--- config.mk ---
export PLATFORM = sky130hd
export DESIGN_NAME = timer_countdown_datapath_flat
export DESIGN_NICKNAME = d
export VERILOG_FILES = /design/src/rtl/timer_pkg.sv /design/src/rtl/timer_countdown_datapath_if.sv /design/src/rtl/timer_field_counter.sv /design/src/rtl/timer_countdown_datapath.sv /design/src/flat_wrapper.sv
export SDC_FILE = /design/constraint.sdc
export NUM_CORES = 1
export LEC_CHECK = 0
export CAP_MARGIN = 20
export CORE_ASPECT_RATIO = 1.25
export CORE_MARGIN = 10
export CORE_UTILIZATION = 57
export CTS_BUF_LIST = sky130_fd_sc_hd__clkbuf_16
export DETAILED_ROUTE_END_ITERATION = 10
export PLACE_DENSITY = 0.81
export RECOVER_POWER = 25
export SYNTH_ARGS = -nofsm -noshare
export SYNTH_HDL_FRONTEND = slang
export SYNTH_HIERARCHICAL = 1
export SYNTH_SLANG_ARGS = --single-unit
--- constraint.sdc ---
create_clock -name i_clk -period 2.9 [get_ports i_clk]
set_input_delay 0.58 -clock i_clk [delete_from_list [all_inputs] [get_ports i_clk]]
set_output_delay 0.58 -clock i_clk [all_outputs]
set_load 0.005 [all_outputs]
--- src/rtl/timer_pkg.sv ---
// rtl/timer_pkg.sv - shared widths and limits for the countdown timer datapath
package timer_pkg;

  localparam int MS_W  = 10;
  localparam int SEC_W = 6;
  localparam int MIN_W = 6;
  localparam int HR_W  = 5;

  localparam int MS_MAX  = 999;
  localparam int SEC_MAX = 59;
  localparam int MIN_MAX = 59;

  // Number of enabled clocks per 1 ms tick.
  function automatic int ms_divisor(input int clk_freq_hz);
    return clk_freq_hz / 1000;
  endfunction

endpackage

--- src/rtl/timer_countdown_datapath_if.sv ---
// rtl/timer_countdown_datapath_if.sv - control/status bundle between timer FSM and datapath
interface timer_countdown_datapath_if;
  import timer_pkg::*;

  logic             i_clk_en;
  logic             i_clr;
  logic             i_ms_up;
  logic             i_ms_down;
  logic             i_sec_up;
  logic             i_sec_down;
  logic             i_min_up;
  logic             i_min_down;
  logic             i_hr_up;
  logic             i_hr_down;
  logic             o_ms_pulse;
  logic             o_ms_borrowdown;
  logic             o_sec_borrowdown;
  logic             o_min_borrowdown;
  logic [MS_W-1:0]  o_ms;
  logic [SEC_W-1:0] o_sec;
  logic [MIN_W-1:0] o_min;
  logic [HR_W-1:0]  o_hr;

  // Control FSM side.
  modport master (
    output i_clk_en, i_clr, i_ms_up, i_ms_down, i_sec_up, i_sec_down,
           i_min_up, i_min_down, i_hr_up, i_hr_down,
    input  o_ms_pulse, o_ms_borrowdown, o_sec_borrowdown, o_min_borrowdown,
           o_ms, o_sec, o_min, o_hr
  );

  // Datapath side.
  modport slave (
    input  i_clk_en, i_clr, i_ms_up, i_ms_down, i_sec_up, i_sec_down,
           i_min_up, i_min_down, i_hr_up, i_hr_down,
    output o_ms_pulse, o_ms_borrowdown, o_sec_borrowdown, o_min_borrowdown,
           o_ms, o_sec, o_min, o_hr
  );

endinterface

--- src/rtl/timer_field_counter.sv ---
// rtl/timer_field_counter.sv - wrapping up/down counter for one time field
module timer_field_counter #(
  parameter int W   = 6,
  parameter int MAX = 59
) (
  input  logic         i_clk,
  input  logic         i_rstn,
  input  logic         clr,
  input  logic         en_up,
  input  logic         en_down,
  output logic [W-1:0] value,
  output logic         is_zero
);

  // Step by one with wrap at 0/MAX; clear wins, simultaneous up and down hold.
  always_ff @(posedge i_clk or negedge i_rstn) begin
    if (!i_rstn) begin
      value <= '0;
    end else if (clr) begin
      value <= '0;
    end else if (en_up && !en_down) begin
      value <= (value == W'(MAX)) ? '0 : value + 1'b1;
    end else if (en_down && !en_up) begin
      value <= (value == '0) ? W'(MAX) : value - 1'b1;
    end
  end

  assign is_zero = (value == '0);

endmodule

--- src/rtl/timer_countdown_datapath.sv ---
// rtl/timer_countdown_datapath.sv - hr:min:sec:ms counters, 1 ms prescaler and borrow flags
module timer_countdown_datapath
  import timer_pkg::*;
#(
  parameter int CLK_FREQ_HZ = 50_000_000,
  parameter int HR_MAX      = 23
) (
  input logic                          i_clk,
  input logic                          i_rstn,
  timer_countdown_datapath_if.slave    bus
);

  localparam int DIV = ms_divisor(CLK_FREQ_HZ);
  localparam int PW  = $clog2(DIV);
  localparam logic [PW-1:0] TERM = PW'(DIV - 1);

  logic [PW-1:0] presc_cnt;
  logic          tick;
  logic          ms_zero;
  logic          sec_zero;
  logic          min_zero;
  logic          hr_zero;

  // Prescaler: free-runs 0..DIV-1 while enabled, parked at 0 otherwise.
  always_ff @(posedge i_clk or negedge i_rstn) begin
    if (!i_rstn) begin
      presc_cnt <= '0;
    end else if (bus.i_clr || !bus.i_clk_en || tick) begin
      presc_cnt <= '0;
    end else begin
      presc_cnt <= presc_cnt + 1'b1;
    end
  end

  assign tick = bus.i_clk_en && (presc_cnt == TERM);

  timer_field_counter #(.W(MS_W), .MAX(MS_MAX)) u_ms (
    .i_clk   (i_clk),
    .i_rstn  (i_rstn),
    .clr     (bus.i_clr),
    .en_up   (tick && bus.i_ms_up),
    .en_down (tick && bus.i_ms_down),
    .value   (bus.o_ms),
    .is_zero (ms_zero)
  );

  timer_field_counter #(.W(SEC_W), .MAX(SEC_MAX)) u_sec (
    .i_clk   (i_clk),
    .i_rstn  (i_rstn),
    .clr     (bus.i_clr),
    .en_up   (bus.i_sec_up),
    .en_down (bus.i_sec_down),
    .value   (bus.o_sec),
    .is_zero (sec_zero)
  );

  timer_field_counter #(.W(MIN_W), .MAX(MIN_MAX)) u_min (
    .i_clk   (i_clk),
    .i_rstn  (i_rstn),
    .clr     (bus.i_clr),
    .en_up   (bus.i_min_up),
    .en_down (bus.i_min_down),
    .value   (bus.o_min),
    .is_zero (min_zero)
  );

  timer_field_counter #(.W(HR_W), .MAX(HR_MAX)) u_hr (
    .i_clk   (i_clk),
    .i_rstn  (i_rstn),
    .clr     (bus.i_clr),
    .en_up   (bus.i_hr_up),
    .en_down (bus.i_hr_down),
    .value   (bus.o_hr),
    .is_zero (hr_zero)
  );

  // The hr field never borrows; its zero flag is only kept for symmetry.
  logic unused_hr_zero;
  assign unused_hr_zero = hr_zero;

  // Borrow flags are same-cycle so the FSM can ripple ms->sec->min->hr in one clock.
  assign bus.o_ms_pulse       = tick;
  assign bus.o_ms_borrowdown  = tick && bus.i_ms_down && ms_zero;
  assign bus.o_sec_borrowdown = bus.i_sec_down && sec_zero;
  assign bus.o_min_borrowdown = bus.i_min_down && min_zero;

endmodule
--- src/flat_wrapper.sv ---
// flat-port wrapper written by rule: the top's interface ports become plain ports
module timer_countdown_datapath_flat import timer_pkg::*;
#(
  parameter int CLK_FREQ_HZ = 50_000_000,
  parameter int HR_MAX      = 23
)
  (i_clk, i_rstn, bus_i_clk_en, bus_i_clr, bus_i_ms_up, bus_i_ms_down, bus_i_sec_up, bus_i_sec_down, bus_i_min_up, bus_i_min_down, bus_i_hr_up, bus_i_hr_down, bus_o_ms_pulse, bus_o_ms_borrowdown, bus_o_sec_borrowdown, bus_o_min_borrowdown, bus_o_ms, bus_o_sec, bus_o_min, bus_o_hr);
  timer_countdown_datapath_if bus_i ();
  input logic i_clk;
  input logic i_rstn;
  input wire logic [$bits(bus_i.i_clk_en)-1:0] bus_i_clk_en;
  input wire logic [$bits(bus_i.i_clr)-1:0] bus_i_clr;
  input wire logic [$bits(bus_i.i_ms_up)-1:0] bus_i_ms_up;
  input wire logic [$bits(bus_i.i_ms_down)-1:0] bus_i_ms_down;
  input wire logic [$bits(bus_i.i_sec_up)-1:0] bus_i_sec_up;
  input wire logic [$bits(bus_i.i_sec_down)-1:0] bus_i_sec_down;
  input wire logic [$bits(bus_i.i_min_up)-1:0] bus_i_min_up;
  input wire logic [$bits(bus_i.i_min_down)-1:0] bus_i_min_down;
  input wire logic [$bits(bus_i.i_hr_up)-1:0] bus_i_hr_up;
  input wire logic [$bits(bus_i.i_hr_down)-1:0] bus_i_hr_down;
  output wire logic [$bits(bus_i.o_ms_pulse)-1:0] bus_o_ms_pulse;
  output wire logic [$bits(bus_i.o_ms_borrowdown)-1:0] bus_o_ms_borrowdown;
  output wire logic [$bits(bus_i.o_sec_borrowdown)-1:0] bus_o_sec_borrowdown;
  output wire logic [$bits(bus_i.o_min_borrowdown)-1:0] bus_o_min_borrowdown;
  output wire logic [$bits(bus_i.o_ms)-1:0] bus_o_ms;
  output wire logic [$bits(bus_i.o_sec)-1:0] bus_o_sec;
  output wire logic [$bits(bus_i.o_min)-1:0] bus_o_min;
  output wire logic [$bits(bus_i.o_hr)-1:0] bus_o_hr;
  assign bus_i.i_clk_en = bus_i_clk_en;
  assign bus_i.i_clr = bus_i_clr;
  assign bus_i.i_ms_up = bus_i_ms_up;
  assign bus_i.i_ms_down = bus_i_ms_down;
  assign bus_i.i_sec_up = bus_i_sec_up;
  assign bus_i.i_sec_down = bus_i_sec_down;
  assign bus_i.i_min_up = bus_i_min_up;
  assign bus_i.i_min_down = bus_i_min_down;
  assign bus_i.i_hr_up = bus_i_hr_up;
  assign bus_i.i_hr_down = bus_i_hr_down;
  assign bus_o_ms_pulse = bus_i.o_ms_pulse;
  assign bus_o_ms_borrowdown = bus_i.o_ms_borrowdown;
  assign bus_o_sec_borrowdown = bus_i.o_sec_borrowdown;
  assign bus_o_min_borrowdown = bus_i.o_min_borrowdown;
  assign bus_o_ms = bus_i.o_ms;
  assign bus_o_sec = bus_i.o_sec;
  assign bus_o_min = bus_i.o_min;
  assign bus_o_hr = bus_i.o_hr;
  timer_countdown_datapath #(.CLK_FREQ_HZ(CLK_FREQ_HZ), .HR_MAX(HR_MAX)) u_core (.i_clk(i_clk), .i_rstn(i_rstn), .bus(bus_i));
endmodule
After elaboration in Yosys (flattened, before gate mapping)
Cells that the tools add are included.
W data, S select, Z words.
{"block": "op_classes", "n_bitwise": 0, "n_div": 0, "magnitude_cmp": 0, "n_mul": 0, "eq_ne": 5, "shift": 0, "reduce_logical": 33, "add_sub_neg": 9, "n_mux": 21}
{"op": "$mux W6", "count": 10}
{"op": "$mux W10", "count": 5}
{"op": "$mux W5", "count": 5}
{"op": "$add A16 B1 Y16 const B", "count": 1}
{"op": "$eq A16 B16 Y1 const B", "count": 1}
{"op": "$mux W16", "count": 1}
{"op": "$logic_and A1 B1 Y1", "count": 14}
{"op": "$add A6 B1 Y6 const B", "count": 2}
{"op": "$eq A6 B6 Y1 const B", "count": 2}
{"op": "$logic_not A6 Y1", "count": 2}
{"op": "$reduce_bool A3 Y1", "count": 4}
{"op": "$sub A6 B1 Y6 const B", "count": 2}
{"op": "$add A10 B1 Y10 const B", "count": 1}
{"op": "$eq A10 B10 Y1 const B", "count": 1}
{"op": "$logic_not A10 Y1", "count": 1}
{"op": "$sub A10 B1 Y10 const B", "count": 1}
{"op": "$logic_not A1 Y1", "count": 9}
{"op": "$add A5 B1 Y5 const B", "count": 1}
{"op": "$eq A5 B5 Y1 const B", "count": 1}
{"op": "$logic_not A5 Y1", "count": 1}
{"op": "$sub A5 B1 Y5 const B", "count": 1}
{"op": "$logic_or A1 B1 Y1", "count": 2}
{"block": "totals", "n_memories": 0, "elab_cells": 73, "out_inout_bits": 31, "mem_bits_ro": 0, "reg_bits": 43, "ram_bits": 0, "latch_bits": 0, "in_bits": 12}

Logic depth before layout (Yosys ltp)
{"block": "logic_depth", "ltp_word": 8, "ltp_mapped": 10}

Cells and area by module
Netlist, hierarchy kept.
{"module": "timer_field_counter (u_core.u_min ...)", "area_per_inst_um2": 606.8, "n_inst": 2, "cells_per_inst": 77}
{"module": "timer_field_counter (u_core.u_ms)", "area_per_inst_um2": 1027.2, "n_inst": 1, "cells_per_inst": 133}
{"module": "timer_countdown_datapath", "area_per_inst_um2": 844.6, "n_inst": 1, "cells_per_inst": 87}
{"module": "timer_field_counter (u_core.u_hr)", "area_per_inst_um2": 409.1, "n_inst": 1, "cells_per_inst": 42}

Worst setup path after synthesis
Ideal clock, no wire load.
{"block": "synth_timing", "path_type": "input port to flip-flop", "startpoint": "in bus_i_clk_en", "endpoint": "reg u_core.u_ms.value[5]", "cell_stages": 9, "arrival_ns": 2.447, "setup_ns": 0.140, "setup_slack_ns": 0.313, "required_time_ns": 2.760, "path_buffers": 1, "cell_sequence": "nor4b_2 -> nand4_1 -> nor3_1 -> and2_1 -> clkbuf_1 -> nor2b_1 -> nor2_1 -> o311ai_1 -> a221oi_2"}
{"block": "synth_via", "elab_chain_cells": 6, "elab_cells_between_ends": 10}
{"element": "from (decl)", "line_no": "flat_wrapper.sv:11", "rtl": "input wire logic [$bits(bus_i.i_clk_en)-1:0] bus_i_clk_en;"}
{"element": "$logic_and A1 B1 Y1 *", "line_no": "timer_countdown_datapath.sv:35", "rtl": "assign tick = bus.i_clk_en && (presc_cnt == TERM);"}
{"element": "named net bus_o_ms_pulse", "line_no": "flat_wrapper.sv:21", "rtl": "output wire logic [$bits(bus_i.o_ms_pulse)-1:0] bus_o_ms_pulse;"}
{"element": "$logic_and A1 B1 Y1", "line_no": "timer_countdown_datapath.sv:42", "rtl": ".en_down (tick && bus.i_ms_down),"}
{"element": "$logic_not A1 Y1", "line_no": "timer_field_counter.sv:21", "rtl": "end else if (en_up && !en_down) begin"}
{"element": "$logic_and A1 B1 Y1", "line_no": "timer_field_counter.sv:21"}
{"element": "$mux W10", "line_no": "timer_field_counter.sv:21"}
{"element": "$mux W10", "line_no": "timer_field_counter.sv:19", "rtl": "end else if (clr) begin"}
{"element": "to (signal assigned)", "line_no": "timer_field_counter.sv:22", "rtl": "value <= (value == W'(MAX)) ? '0 : value + 1'b1;"}
{"element": "to (signal assigned)", "line_no": "timer_field_counter.sv:24", "rtl": "value <= (value == '0) ? W'(MAX) : value - 1'b1;"}
{"element": "to (decl)", "line_no": "timer_field_counter.sv:11", "rtl": "output logic [W-1:0] value,"}
The timed path passes the listed nets; every way through them passes the cells marked *.
A chain may end at the register's enable or synchronous reset.

Final worst setup path
{"block": "layout_timing", "startpoint": "in bus_i_clk_en", "endpoint": "out bus_o_ms_pulse"}
{"block": "layout_via", "elab_chain_cells": 1}
{"element": "$logic_and A1 B1 Y1", "line_no": "timer_countdown_datapath.sv:35"}
{"element": "to (decl)", "line_no": "flat_wrapper.sv:21"}
Every way passes these cells.

==> flow_summary.json <==
{
  "fin_crit_ns": 2.82,
  "synth_xor_area_frac": 0.0551,
  "failed_checks": "max-capacitance violations, max-slew violations",
  "clock-skew-final_ns": 0.00321,
  "status": "complete, but fails checks",
  "async_flop_share": 1.00,
  "synthTopCellsByArea": "dfrtp_1 (31%), nor2_1 (4.6%), xnor2_1 (4.5%)",
  "final_hold_viol_count": 0,
  "required_ns": 2.32,
  "cp_num_buf_inv": 3,
  "dp_hpwl_um": 6530,
  "peakVddDrop_v": 0.000223,
  "rrSetupSlack_ns": 0.42,
  "drtIter0Drc": 267,
  "ctsResizeCount": 1,
  "drcViolationCount": 0,
  "synthDistinctLibCells": 72,
  "cts.sinks": 43,
  "worstSetupStartpointType": "input pin",
  "die_area_um2": 9680,
  "max_slew_margin": -0.539,
  "diodes": 0,
  "cts_tree": "done",
  "worstSetupPathType": "input pin to output pin",
  "synth_fa_ha_area_frac": 0.0394,
  "grt_remaining_overflow": 0,
  "syn_inst": 416,
  "synthMuxAreaShare": 0.00859,
  "min-delay-path-class": "flip-flop to flip-flop",
  "seq_area_um2": 1080,
  "p_per_area_nw_per_um2": 391,
  "crit_fanout": 4,
  "syn_nets": 439,
  "cts_root_buf": "clkbuf_16",
  "critical_path.top_delay_family": "buffers and inverters",
  "grt_pass1_wl_um": 15900,
  "setup_viol": 0,
  "gp_congestion": 0.930,
  "via_per_inst": 6.30,
  "die_y_um": 108,
  "multi_input_area_um2": 2200,
  "numCtsBuffers": 5,
  "dr.pass1.iters": 5,
  "yosysTopAreaCell": "dfrtp_1",
  "portBuffers": 42,
  "area_growth_pct": 23.1,
  "postCtsHoldBufs": 0,
  "coreArea_um2": 5860,
  "cellLeakagePower_nw": 1.66,
  "antenna_found_initial": 0,
  "drv_slew": 44,
  "std_cell_rows": 31,
  "cp_slowest_cell": "clkdlybuf4s50_1",
  "path_cells": "clkdlybuf4s50_1, nor4b_2, nand4_1, nor3_2, buf_4, clkdlybuf4s50_1",
  "max_cap_viol_count": 1,
  "die_w_um": 90.0,
  "worst_slack_ns": 0.0767,
  "cts-htree-levels": 2,
  "place_ws_ns": -0.112,
  "synth_compound_area_frac": 0.206,
  "ys_seq_area_frac": 0.308,
  "ys.flop_type": "dfrtp_1",
  "clk_latency_ns": 0.29,
  "yosys.area_share.simple": 0.319,
  "finalCritPeriodShare": 0.974,
  "fmax_ghz": 0.354,
  "cpPeakStageDelay_ns": 0.49,
  "rsz0062_at_grt": "true",
  "layout-drive-gt1-share": 0.144,
  "avgSynthCellArea_um2": 8.40,
  "ys_warn_count": 6,
  "hold_ws_ns": 0.510,
  "via_count": 3485,
  "grt_max_degree": 44,
  "wl_um": 9330,
  "post_cts_buffers": 0,
  "max_slew.worst_pin.slew_ns": 2.31,
  "nFillCells": 438,
  "cp_data_arrival_time_ns": 2.24,
  "synth-seq-cells": 43,
  "syn_area_um2": 3490,
  "initial_core_util": 0.597,
  "synth_top_area_frac": 0.308,
  "synth_top_family_by_area": "simple AND/OR/NAND/NOR gates",
  "ios": 43,
  "synth_edf_count": 0,
  "nNetsFinal": 493,
  "critPathCaptureType": "output pin",
  "antenna_left": 0,
  "crit_top_cell": "clkdlybuf4s50_1",
  "track_usage": 0.190,
  "wire_per_inst_um": 16.9,
  "grt_pass1_vias": 3404,
  "path_clk_slew_ns": 0.06,
  "clk_path_buf_depth": 2
}
==> per-layer routing <==
layer,vias up,global-route usage,routed length (um)
met2,133,0.335,4740
met4,0,0.0866,258
met3,29,0.0419,537
met1,1682,0.215,3790
li1,1641,-,-
met5,-,0,0
==> cells in the mapped netlist, drive strengths merged, types with 8 or more instances <==
master  number
dfrtp       43
nor2        43
nand2       26
inv         24
a21oi       21
nand3       19
xnor2       18
nor3        15
buf         14
clkbuf      13
ha          11
nand2b      11
o21ai       10
and3         8
nand4        8
o311ai       8
==> cells by family (layout without fill, tap and decap cells) <==
kind of cell | after synthesis | in the layout
and+or+nand+nor | 190 | 190
AOI/OAI and AO/OA | 96 | 96
buffers and inverters | 51 | 106
DFF | 43 | 43
xor gates and xnor gates | 22 | 22
adders and majority gates | 11 | 11
muxes | 3 | 3
==> cell type report <==
class | instances | share of cell area
inverters | 24 | 0.0209
clock inverters | 3 | 0.00989
repair buffers | 74 | 0.154
multi-input cells | 322 | 0.512
well taps | 82 | 0.0239
flip-flops and latches | 43 | 0.250
clock buffers | 5 | 0.0291
==> sequential cells by signal, indices dropped and copies added (netlist names) <==
name	flops
u_core/u_hr/value	5
u_core/presc_cnt	16
u_core/u_ms/value	10
u_core/u_sec/value	6
u_core/u_min/value	6
==> power by group <==
part	leakage (nW)	total (mW)	internal (mW)	switching (mW)
combinational	0.986	0.345	0.178	0.167
sequential	0.589	0.686	0.626	0.0599
clock	0.0818	0.651	0.407	0.245
total	1.66	1.68	1.21	0.472
==> through the flow <==
stage | area, um^2 | power, mW | cells | setup TNS [ns] | util
final | 4300 | 1.68 | 553 | 0 | 0.734
after global routing | 4300 | 1.76 | 553 | -0.0464 | 0.734
after detailed placement | 4130 | 1.04 | 545 | -0.245 | 0.705
after global placement | 4130 | 1.03 | 545 | -0.145 | 0.705
after CTS | 4300 | 1.69 | 553 | 0 | 0.734
after floorplan | 3490 | 0.899 | 416 | 0 | -
==> layout by cell type, fill, tap and decap left out, types with 6 or more instances in the layout <==
master,n
nor4_1,6
inv_1,23
nor2_1,43
clkdlybuf4s50_1,40
a21oi_1,21
a31oi_1,7
dfrtp_1,43
o21ai_0,8
and3_1,8
a211oi_1,7
nand2b_1,11
nor3_1,10
nand3_1,18
or3_1,6
nor2b_1,7
buf_4,31
nand4_1,8
xnor2_1,18
nand2_1,26
ha_1,10
==> final timing paths <==
kind / from / cells after the start / to
hold reg to reg: u_core/presc_cnt[0] / 1 / u_core/presc_cnt[0]
setup reg to reg: u_core/presc_cnt[0] / 9 / u_core/u_ms/value[4]
min in group asynchronous: i_rstn / 1 / u_core/u_hr/value[2]
max in group asynchronous: i_rstn / 1 / u_core/u_ms/value[8]
hold / removal: u_core/presc_cnt[0] / 1 / u_core/presc_cnt[0]
setup / recovery: bus_i_clk_en / 6 / bus_o_ms_pulse
(Power assumes the default switching activity.)
